$ cat config.mk
export PLATFORM = sky130hd
export DESIGN_NAME = multicycle_ctrl_fsm
export DESIGN_NICKNAME = d
export VERILOG_FILES = /design/src/rtl/multicycle_ctrl_fsm.sv
export SDC_FILE = /design/constraint.sdc
export NUM_CORES = 1
export LEC_CHECK = 0
export ABC_AREA = 1
export BUFFER_PORTS_ARGS = -buffer_cell sky130_fd_sc_hd__buf_2
export CORE_MARGIN = 3
export CORE_UTILIZATION = 46
export DETAILED_ROUTE_END_ITERATION = 6
export PLACE_DENSITY = 0.77
export RECOVER_POWER = 25
export SYNTH_ARGS = -nofsm -noshare
export SYNTH_HDL_FRONTEND = slang
export SYNTH_SLANG_ARGS = --single-unit
$ cat constraint.sdc
create_clock -name clk -period 1.4 [get_ports clk]
set_input_delay 0.07 -clock clk [delete_from_list [all_inputs] [get_ports clk]]
set_output_delay 0.07 -clock clk [all_outputs]
set_load 0.03 [all_outputs]
$ cat src/rtl/multicycle_ctrl_fsm.sv
// rtl/multicycle_ctrl_fsm.sv - multicycle MIPS control unit with memory-latency wait, stall and halt
module multicycle_ctrl_fsm #(
  parameter int MEM_LATENCY = 1,
  parameter int CNT_W       = 4
) (
  input  logic       clk,
  input  logic       rstb,
  input  logic       stall,
  input  logic [5:0] opcode,
  output logic [3:0] state,
  output logic       halted,
  output logic       pc_write,
  output logic       pc_write_cond,
  output logic       ir_write,
  output logic       mdr_write,
  output logic       reg_write,
  output logic       mem_wr_ena,
  output logic       branch_ne,
  output logic       alu_src_a,
  output logic [1:0] alu_src_b,
  output logic [1:0] alu_op,
  output logic [1:0] pc_src,
  output logic       i_or_d,
  output logic       reg_dst,
  output logic       mem_to_reg
);

  typedef enum logic [3:0] {
    S_FETCH       = 4'd0,
    S_DECODE      = 4'd1,
    S_EXECUTE     = 4'd2,
    S_ALU_WB      = 4'd3,
    S_EXECUTE_IMM = 4'd4,
    S_MEMADDR     = 4'd5,
    S_MEMREAD     = 4'd6,
    S_MEM_WB      = 4'd7,
    S_MEMWRITE    = 4'd8,
    S_BRANCH      = 4'd9,
    S_JUMP        = 4'd10,
    S_HALT        = 4'd15
  } state_t;

  localparam logic [5:0] OP_R    = 6'b000000;
  localparam logic [5:0] OP_J    = 6'b000010;
  localparam logic [5:0] OP_BEQ  = 6'b000100;
  localparam logic [5:0] OP_BNE  = 6'b000101;
  localparam logic [5:0] OP_ADDI = 6'b001000;
  localparam logic [5:0] OP_SLTI = 6'b001010;
  localparam logic [5:0] OP_ANDI = 6'b001100;
  localparam logic [5:0] OP_ORI  = 6'b001101;
  localparam logic [5:0] OP_XORI = 6'b001110;
  localparam logic [5:0] OP_LW   = 6'b100011;
  localparam logic [5:0] OP_SW   = 6'b101011;

  localparam logic [CNT_W-1:0] CNT_LAST = CNT_W'(MEM_LATENCY - 1);

  state_t           state_q, state_d;
  logic [CNT_W-1:0] cnt_q, cnt_d;
  logic             wait_done;
  logic             en_ok;
  logic             pc_write_raw, pc_write_cond_raw, ir_write_raw;
  logic             mdr_write_raw, reg_write_raw, mem_wr_ena_raw;

  assign wait_done = (cnt_q == CNT_LAST);

  always_ff @(posedge clk) begin
    if (!rstb) begin
      state_q <= S_FETCH;
      cnt_q   <= '0;
    end else if (!stall) begin
      state_q <= state_d;
      cnt_q   <= cnt_d;
    end
  end

  // Counter only advances while waiting on memory; any transition clears it.
  always_comb begin
    state_d = state_q;
    cnt_d   = '0;
    case (state_q)
      S_FETCH: begin
        if (wait_done) state_d = S_DECODE;
        else           cnt_d   = cnt_q + 1'b1;
      end
      S_DECODE: begin
        case (opcode)
          OP_R:                                      state_d = S_EXECUTE;
          OP_ADDI, OP_SLTI, OP_ANDI, OP_ORI, OP_XORI: state_d = S_EXECUTE_IMM;
          OP_LW, OP_SW:                              state_d = S_MEMADDR;
          OP_BEQ, OP_BNE:                            state_d = S_BRANCH;
          OP_J:                                      state_d = S_JUMP;
          default:                                   state_d = S_HALT;
        endcase
      end
      S_EXECUTE, S_EXECUTE_IMM: state_d = S_ALU_WB;
      S_MEMADDR: state_d = (opcode == OP_SW) ? S_MEMWRITE : S_MEMREAD;
      S_MEMREAD: begin
        if (wait_done) state_d = S_MEM_WB;
        else           cnt_d   = cnt_q + 1'b1;
      end
      S_ALU_WB, S_MEM_WB, S_MEMWRITE, S_BRANCH, S_JUMP: state_d = S_FETCH;
      S_HALT:  state_d = S_HALT;
      default: state_d = S_HALT;
    endcase
  end

  always_comb begin
    pc_write_raw      = 1'b0;
    pc_write_cond_raw = 1'b0;
    ir_write_raw      = 1'b0;
    mdr_write_raw     = 1'b0;
    reg_write_raw     = 1'b0;
    mem_wr_ena_raw    = 1'b0;
    branch_ne         = 1'b0;
    alu_src_a         = 1'b0;
    alu_src_b         = 2'b00;
    alu_op            = 2'b00;
    pc_src            = 2'b00;
    i_or_d            = 1'b0;
    reg_dst           = 1'b0;
    mem_to_reg        = 1'b0;
    case (state_q)
      S_FETCH: begin
        alu_src_b    = 2'b01;
        ir_write_raw = wait_done;
        pc_write_raw = wait_done;
      end
      S_DECODE: alu_src_b = 2'b11;
      S_EXECUTE: begin
        alu_src_a = 1'b1;
        alu_op    = 2'b10;
      end
      S_EXECUTE_IMM: begin
        alu_src_a = 1'b1;
        alu_src_b = 2'b10;
        alu_op    = 2'b11;
      end
      S_ALU_WB: begin
        reg_write_raw = 1'b1;
        reg_dst       = (opcode == OP_R);
      end
      S_MEMADDR: begin
        alu_src_a = 1'b1;
        alu_src_b = 2'b10;
      end
      S_MEMREAD: begin
        i_or_d        = 1'b1;
        mdr_write_raw = wait_done;
      end
      S_MEM_WB: begin
        reg_write_raw = 1'b1;
        mem_to_reg    = 1'b1;
      end
      S_MEMWRITE: begin
        i_or_d         = 1'b1;
        mem_wr_ena_raw = 1'b1;
      end
      S_BRANCH: begin
        alu_src_a         = 1'b1;
        alu_op            = 2'b01;
        pc_src            = 2'b01;
        pc_write_cond_raw = 1'b1;
        branch_ne         = (opcode == OP_BNE);
      end
      S_JUMP: begin
        pc_write_raw = 1'b1;
        pc_src       = 2'b10;
      end
      default: ;
    endcase
  end

  // Reset and stall both suppress every write; mux selects are left alone.
  assign en_ok         = rstb & ~stall;
  assign pc_write      = pc_write_raw & en_ok;
  assign pc_write_cond = pc_write_cond_raw & en_ok;
  assign ir_write      = ir_write_raw & en_ok;
  assign mdr_write     = mdr_write_raw & en_ok;
  assign reg_write     = reg_write_raw & en_ok;
  assign mem_wr_ena    = mem_wr_ena_raw & en_ok;
  assign state         = state_q;
  assign halted        = (state_q == S_HALT);

endmodule

==> impl_metrics.json, run 1 <==
{
  "ys_seq_area_share_pct": 21.9,
  "end_kind": "output port",
  "relSlewSlack_pct": 75.7,
  "crit_family": "simple AND/OR/NAND/NOR gates",
  "cts.sinks": 8,
  "start_util_pct": 52.3,
  "clk_pin_slew_worst_paths_ps": 50,
  "grt_pass1_vias": 828,
  "dp_slack_ps": 143,
  "grt_max_degree": 9,
  "drv_cap": 0,
  "hold_depth": 3,
  "nNetsFinal": 180,
  "ys_ff_latch": 8,
  "ioPinCount": 31,
  "grt_pass1_wl_mm": 3.32,
  "crit_arrival_ps": 1340,
  "crit_chain": "nor2_2 > inv_2 > nor2_4 > inv_1 > nand3_1 > buf_4",
  "ys_top_cells_by_count": "nand2_1, nor2_1, inv_1",
  "fin_worst_skew_ps": 6.84,
  "critical_path_class": "register to output port",
  "dr.pass1.iters": 4,
  "io_buffers": 30,
  "clockBufferDepth": 2,
  "drc": 0,
  "synth.top_cell.area_share_pct": 21.9,
  "dieArea_um2": 2110,
  "min_period_ps": 1410,
  "synth_area_um2": 732,
  "synthCells": 129,
  "worstPathMaxFanout": 6,
  "cp-start-kind": "register",
  "drive_gt1_share_pct": 43.7,
  "viasPerCell": 5.21,
  "cts_buffers": 3,
  "gr-total-overflow": 0,
  "critPathBufInv": 3,
  "die_w_um": 45.9,
  "rsz0062_at_grt": "yes",
  "clock_latency_ps": 260,
  "routed_wl_mm": 2.12,
  "powerDensity_nw_per_um2": 904,
  "r2r-start": "state[2]",
  "yosysWarningCount": 0,
  "tns_ps": -13.1,
  "synth_area_leaders": "dfxtp_1, nand2_1, nor2_1",
  "cts_root_buf": "clkbuf_4",
  "fin_cells": 182,
  "hold_viol": 0,
  "reg2reg_depth": 10,
  "p_leak_nw": 0.577,
  "ys.flop_type": "dfxtp_1",
  "r2r_slack_ps": 70,
  "fin_util_pct": 77.7,
  "wl_per_cell_um": 11.6,
  "layout_setup_ws_ps": -13.1,
  "synth_largest_area_cell": "dfxtp_1",
  "outcome": "finished, violations left",
  "total_power_mw": 0.983,
  "hold_class": "input pin to register",
  "antenna_found_initial": 0,
  "min_from": "rstb",
  "worst_slew_pin_slew_ps": 366,
  "hpwl_mm": 1.64,
  "synth.net_count": 140,
  "ant_nets": 0,
  "setup_violations": 1,
  "fillers": 108,
  "synth_edf_count": 0,
  "vias": 949,
  "rows": 13,
  "r2r_end": "state[2]",
  "diodes": 0,
  "area_growth_pct": 48.5,
  "vdd_drop_max_v": 0.000580,
  "fmax_mhz": 708,
  "syn_area_per_cell_um2": 5.67,
  "fin_crit_sh_pct": 101,
  "holdBufCountCts": 0,
  "async_reset_ff_share_pct": 0,
  "violations": "setup timing",
  "ys_types": 19,
  "track_usage_pct": 21.1,
  "worst_path_max_delay_cell": "dfxtp_4",
  "chipHeight_um": 45.9,
  "min_to": "state[1]",
  "drt_iter0_drc": 16,
  "gp_congestion": 0.906,
  "htree_levels": 1,
  "required_ps": 1330,
  "cpPeakStageDelay_ps": 370,
  "core_area_um2": 1400,
  "cts_tree": "yes",
  "dp.cells": 175,
  "slew_violations": 0
}
## flip-flops by register name (all words and copies together) (netlist names)
register,cells
cnt_q,4
state,4
## logic make-up (layout without fill, tap and decap cells)
| kind of cell | count (synthesis) | in the layout | share of synthesized area [%] |
|---|---|---|---|
| XOR/XNOR | 2 | 2 | 2.39 |
| AO/OA/AOI/OAI | 14 | 14 | 10.6 |
| adder cells (fa/ha/maj) | 2 | 2 | 3.42 |
| buffers and inverters | 22 | 60 | 11.3 |
| AND/OR/NAND/NOR | 81 | 81 | 50.4 |
| flip-flops | 8 | 8 | 21.9 |
## layout make-up
class,instances,area (um^2),share of cell area (%)
inverters,22,85.1,7.83
well taps,15,18.8,1.73
flip-flops and latches,8,175,16.1
clock buffers,3,22.5,2.07
repair buffers,35,223,20.5
multi-input cells,99,563,51.8
## how the worst max path moves through the flow
stage              from      endpoint  slack [ps]  depth (start not counted)
6_report       state[3]  alu_src_b[1]         -10                          6
3_5_place_dp   state[2]      state[2]         140                          9
2_1_floorplan  state[3]      pc_write         -20                          6
5_1_grt        state[2]     alu_src_a         -80                          7
3_3_place_gp   state[0]      state[2]         130                          8
4_1_cts        state[3]  alu_src_b[1]         -40                          6
## worst register-to-register path, stage by stage (launching register included)
cell and delay, ps:
dfxtp_4 390, inv_2 70, nor2_4 120, buf_4 130, nand2_2 70, nand2_2 80
nand2_2 70, nand2_2 70, inv_2 50, o21ai_1 110, nor2_1 60
## metal layers
metal / track usage [%] / routed length (um)
met1: 26.6 / 910
met2: 34.3 / 1040
met3: 5.14 / 163
met4: 7.95 / 0
met5: 0 / 0
## power by group
group          leakage (nW)  internal [mW]  switching, mW
registers            0.0683          0.252         0.0427
logic                 0.495          0.174          0.340
clock network        0.0138         0.0979         0.0765
## through the flow
step	hold WS [ps]	instance area (um^2)
final	110	1090
after floorplan	202	786
after CTS	101	1030
after detailed placement	373	962
after global placement	366	962
after global routing	123	1090
## cells in the final DEF, fill, tap and decap left out, types with 6 or more instances in the layout
master,synthesis,final
nand2_1,25,24
nor2_1,25,20
buf_2,0,19
inv_1,20,13
nand3_1,10,9
buf_4,0,9
inv_2,2,8
nor2_2,6,7
clkbuf_4,0,6
## timing repair
item | CTS | global route
gates resized for setup | 11 | 21
buffers inserted | 2 | 2
pin swaps | 2 | 3
setup endpoints to repair | 6 | 11
No activity file was read; power rests on OpenSTA's default activity.
==> run 2, diff against run 1 <==
BUFFER_PORTS_ARGS = -buffer_cell sky130_fd_sc_hd__clkbuf_2   (was -buffer_cell sky130_fd_sc_hd__buf_2)
==> run 2 against run 1 <==
  * The flow still finishes with violations (setup timing)
  * Clock power down 2%
  * Setup slack worse by 11 ps
  * Combinational power up 4%
  * Non-clock buffer count up 1
  * Critical path type unchanged
  * Highest routed layer is now met4
  * Critical endpoint is now branch_ne
  * Flip-flop and latch count unchanged
  * Global-route usage down 0.43 points
  * Largest power group unchanged
  * Fmax down 0.77%
==> impl_metrics.json, run 2 (synthesized netlist as in run 1, its figures left out) <==
{
  "vias": 940,
  "reg2reg_depth": 8,
  "nNetsFinal": 181,
  "drt_iter0_drc": 48,
  "crit_cells": 7,
  "drc": 0,
  "p_leak_nw": 0.591,
  "violations": "setup timing",
  "grt_pass1_vias": 800,
  "critical_path_class": "register to output port",
  "total_power_mw": 1.00,
  "postPlaceCellArea_um2": 962,
  "rsz0062_at_grt": "yes",
  "end_kind": "output port",
  "slew_violations": 0,
  "crit_family": "buffers and inverters",
  "clock_latency_ps": 250,
  "gp_congestion": 0.912,
  "ant_nets": 0,
  "hold_depth": 3,
  "fin_worst_skew_ps": 6.33,
  "area_growth_pct": 54.5,
  "powerDensity_nw_per_um2": 884,
  "wl_per_cell_um": 11.6,
  "viasPerCell": 5.14,
  "drv_cap": 0,
  "io_buffers": 30,
  "critPathBufInv": 4,
  "cts_tree": "yes",
  "relSlewSlack_pct": 84.8,
  "worst_slew_pin_slew_ps": 228,
  "clk_pin_slew_worst_paths_ps": 50,
  "p_int_mw": 0.537,
  "gr-total-overflow": 0,
  "power_switching_share_pct": 46.3,
  "p_switching_mw": 0.463,
  "fin_crit_sh_pct": 102,
  "grt_pass1_wl_mm": 3.22,
  "clkPwrFrac_pct": 17.0,
  "die_w_um": 45.9,
  "clockBufferDepth": 2,
  "vdd_drop_max_v": 0.000574,
  "setup_violations": 2,
  "required_ps": 1330,
  "layout_setup_ws_ps": -24.2,
  "track_usage_pct": 20.7,
  "layout_commonest_cell": "nand2_1",
  "cts_buffers": 3,
  "hpwl_mm": 1.58,
  "dieArea_um2": 2110,
  "diodes": 0,
  "stdcell_area_um2": 1130,
  "hold_class": "input pin to register",
  "worst_path_max_delay_cell": "dfxtp_4",
  "cpPeakStageDelay_ps": 370,
  "antenna_found_initial": 0,
  "htree_levels": 1,
  "min_period_ps": 1420,
  "core_area_um2": 1400,
  "ioPinCount": 31,
  "outcome": "finished, violations left",
  "rows": 13,
  "power.share.sequential_pct": 29.8,
  "layout_common_cells": "nand2_1, nor2_1, clkbuf_2, inv_1, buf_4",
  "grt_max_degree": 9,
  "fmax_mhz": 702,
  "start_util_pct": 52.3,
  "worstPathMaxFanout": 4,
  "drive_gt1_share_pct": 44.6,
  "hold_viol": 0,
  "crit_arrival_ps": 1350,
  "dr.pass1.iters": 4,
  "combPwrFrac_pct": 53.2,
  "cts.sinks": 8,
  "chipHeight_um": 45.9,
  "crit_chain": "buf_12 > nor2_4 > inv_4 > nor2_4 > inv_4 > nor3_4 > clkbuf_8",
  "cp-start-kind": "register",
  "cts_root_buf": "clkbuf_4",
  "holdBufCountCts": 0,
  "routed_wl_mm": 2.11
}
==> run 2: changes by cell type in the layout (fill, tap and decap cells not counted), sizes merged <==
| cell | previous run | this run |
|---|---|---|
| buf | 31 | 14 |
| clkbuf | 7 | 25 |
==> run 2: worst paths after layout <==
kind,from,endpoint,slack (ps)
max,state[2],branch_ne,-20
min,rstb,state[3],120
max reg2reg,state[1],state[1],90
min reg2reg,cnt_q[3],cnt_q[3],530
==> run 2: through the flow <==
stage	worst slack, ps	util (%)	std cells	setup TNS (ps)	hold WS (ps)
CTS	-25.4	75.8	181	-27.1	109
detailed placement	129	68.8	175	0	375
global route	-76.7	80.9	183	-350	152
floorplan	-16.0	-	129	-16.0	202
global placement	149	68.8	175	0	374
finish	-24.2	80.9	183	-41.1	119
==> run 2: power by group through the flow <==
| stage | Sequential (mW) | Clock (mW) | Combinational (mW) |
|---|---|---|---|
| after global placement | 0.288 | 0 | 0.435 |
| final | 0.298 | 0.170 | 0.532 |
| after global routing | 0.302 | 0.183 | 0.576 |
| after floorplan | 0.313 | 0 | 0.297 |
| after detailed placement | 0.290 | 0 | 0.438 |
| after CTS | 0.290 | 0.177 | 0.490 |
==> run 2: final cells by class <==
type	instances	area [um^2]
clock buffers	3	22.5
flip-flops and latches	8	173
fillers	99	268
inverters	22	92.6
repair buffers	36	255
multi-input cells	99	569
well taps	15	18.8
==> run 2: what timing repair did <==
item,4_1_cts,5_1_grt
gates cloned,0,0
setup buffers,3,2
pin swaps,4,2
resized for setup,16,29
endpoints found under the setup margin,6,14
==> run 2: layer usage <==
layer  track usage (%)  vias up  part of all wire (%)
li1                  -      495                     -
met1              25.1      398                    42
met2              36.3       43                    50
met3              1.58        4                   7.0
met4              9.66        0                   1.4
met5                 0        -                     0
==> run 2: worst reg2reg max path: cells and delay by family (launching register included) <==
family / cells / cell delay [ps]
compound gates: 1 / 90
simple gates: 5 / 470
buf+inv: 2 / 220
flops: 1 / 410
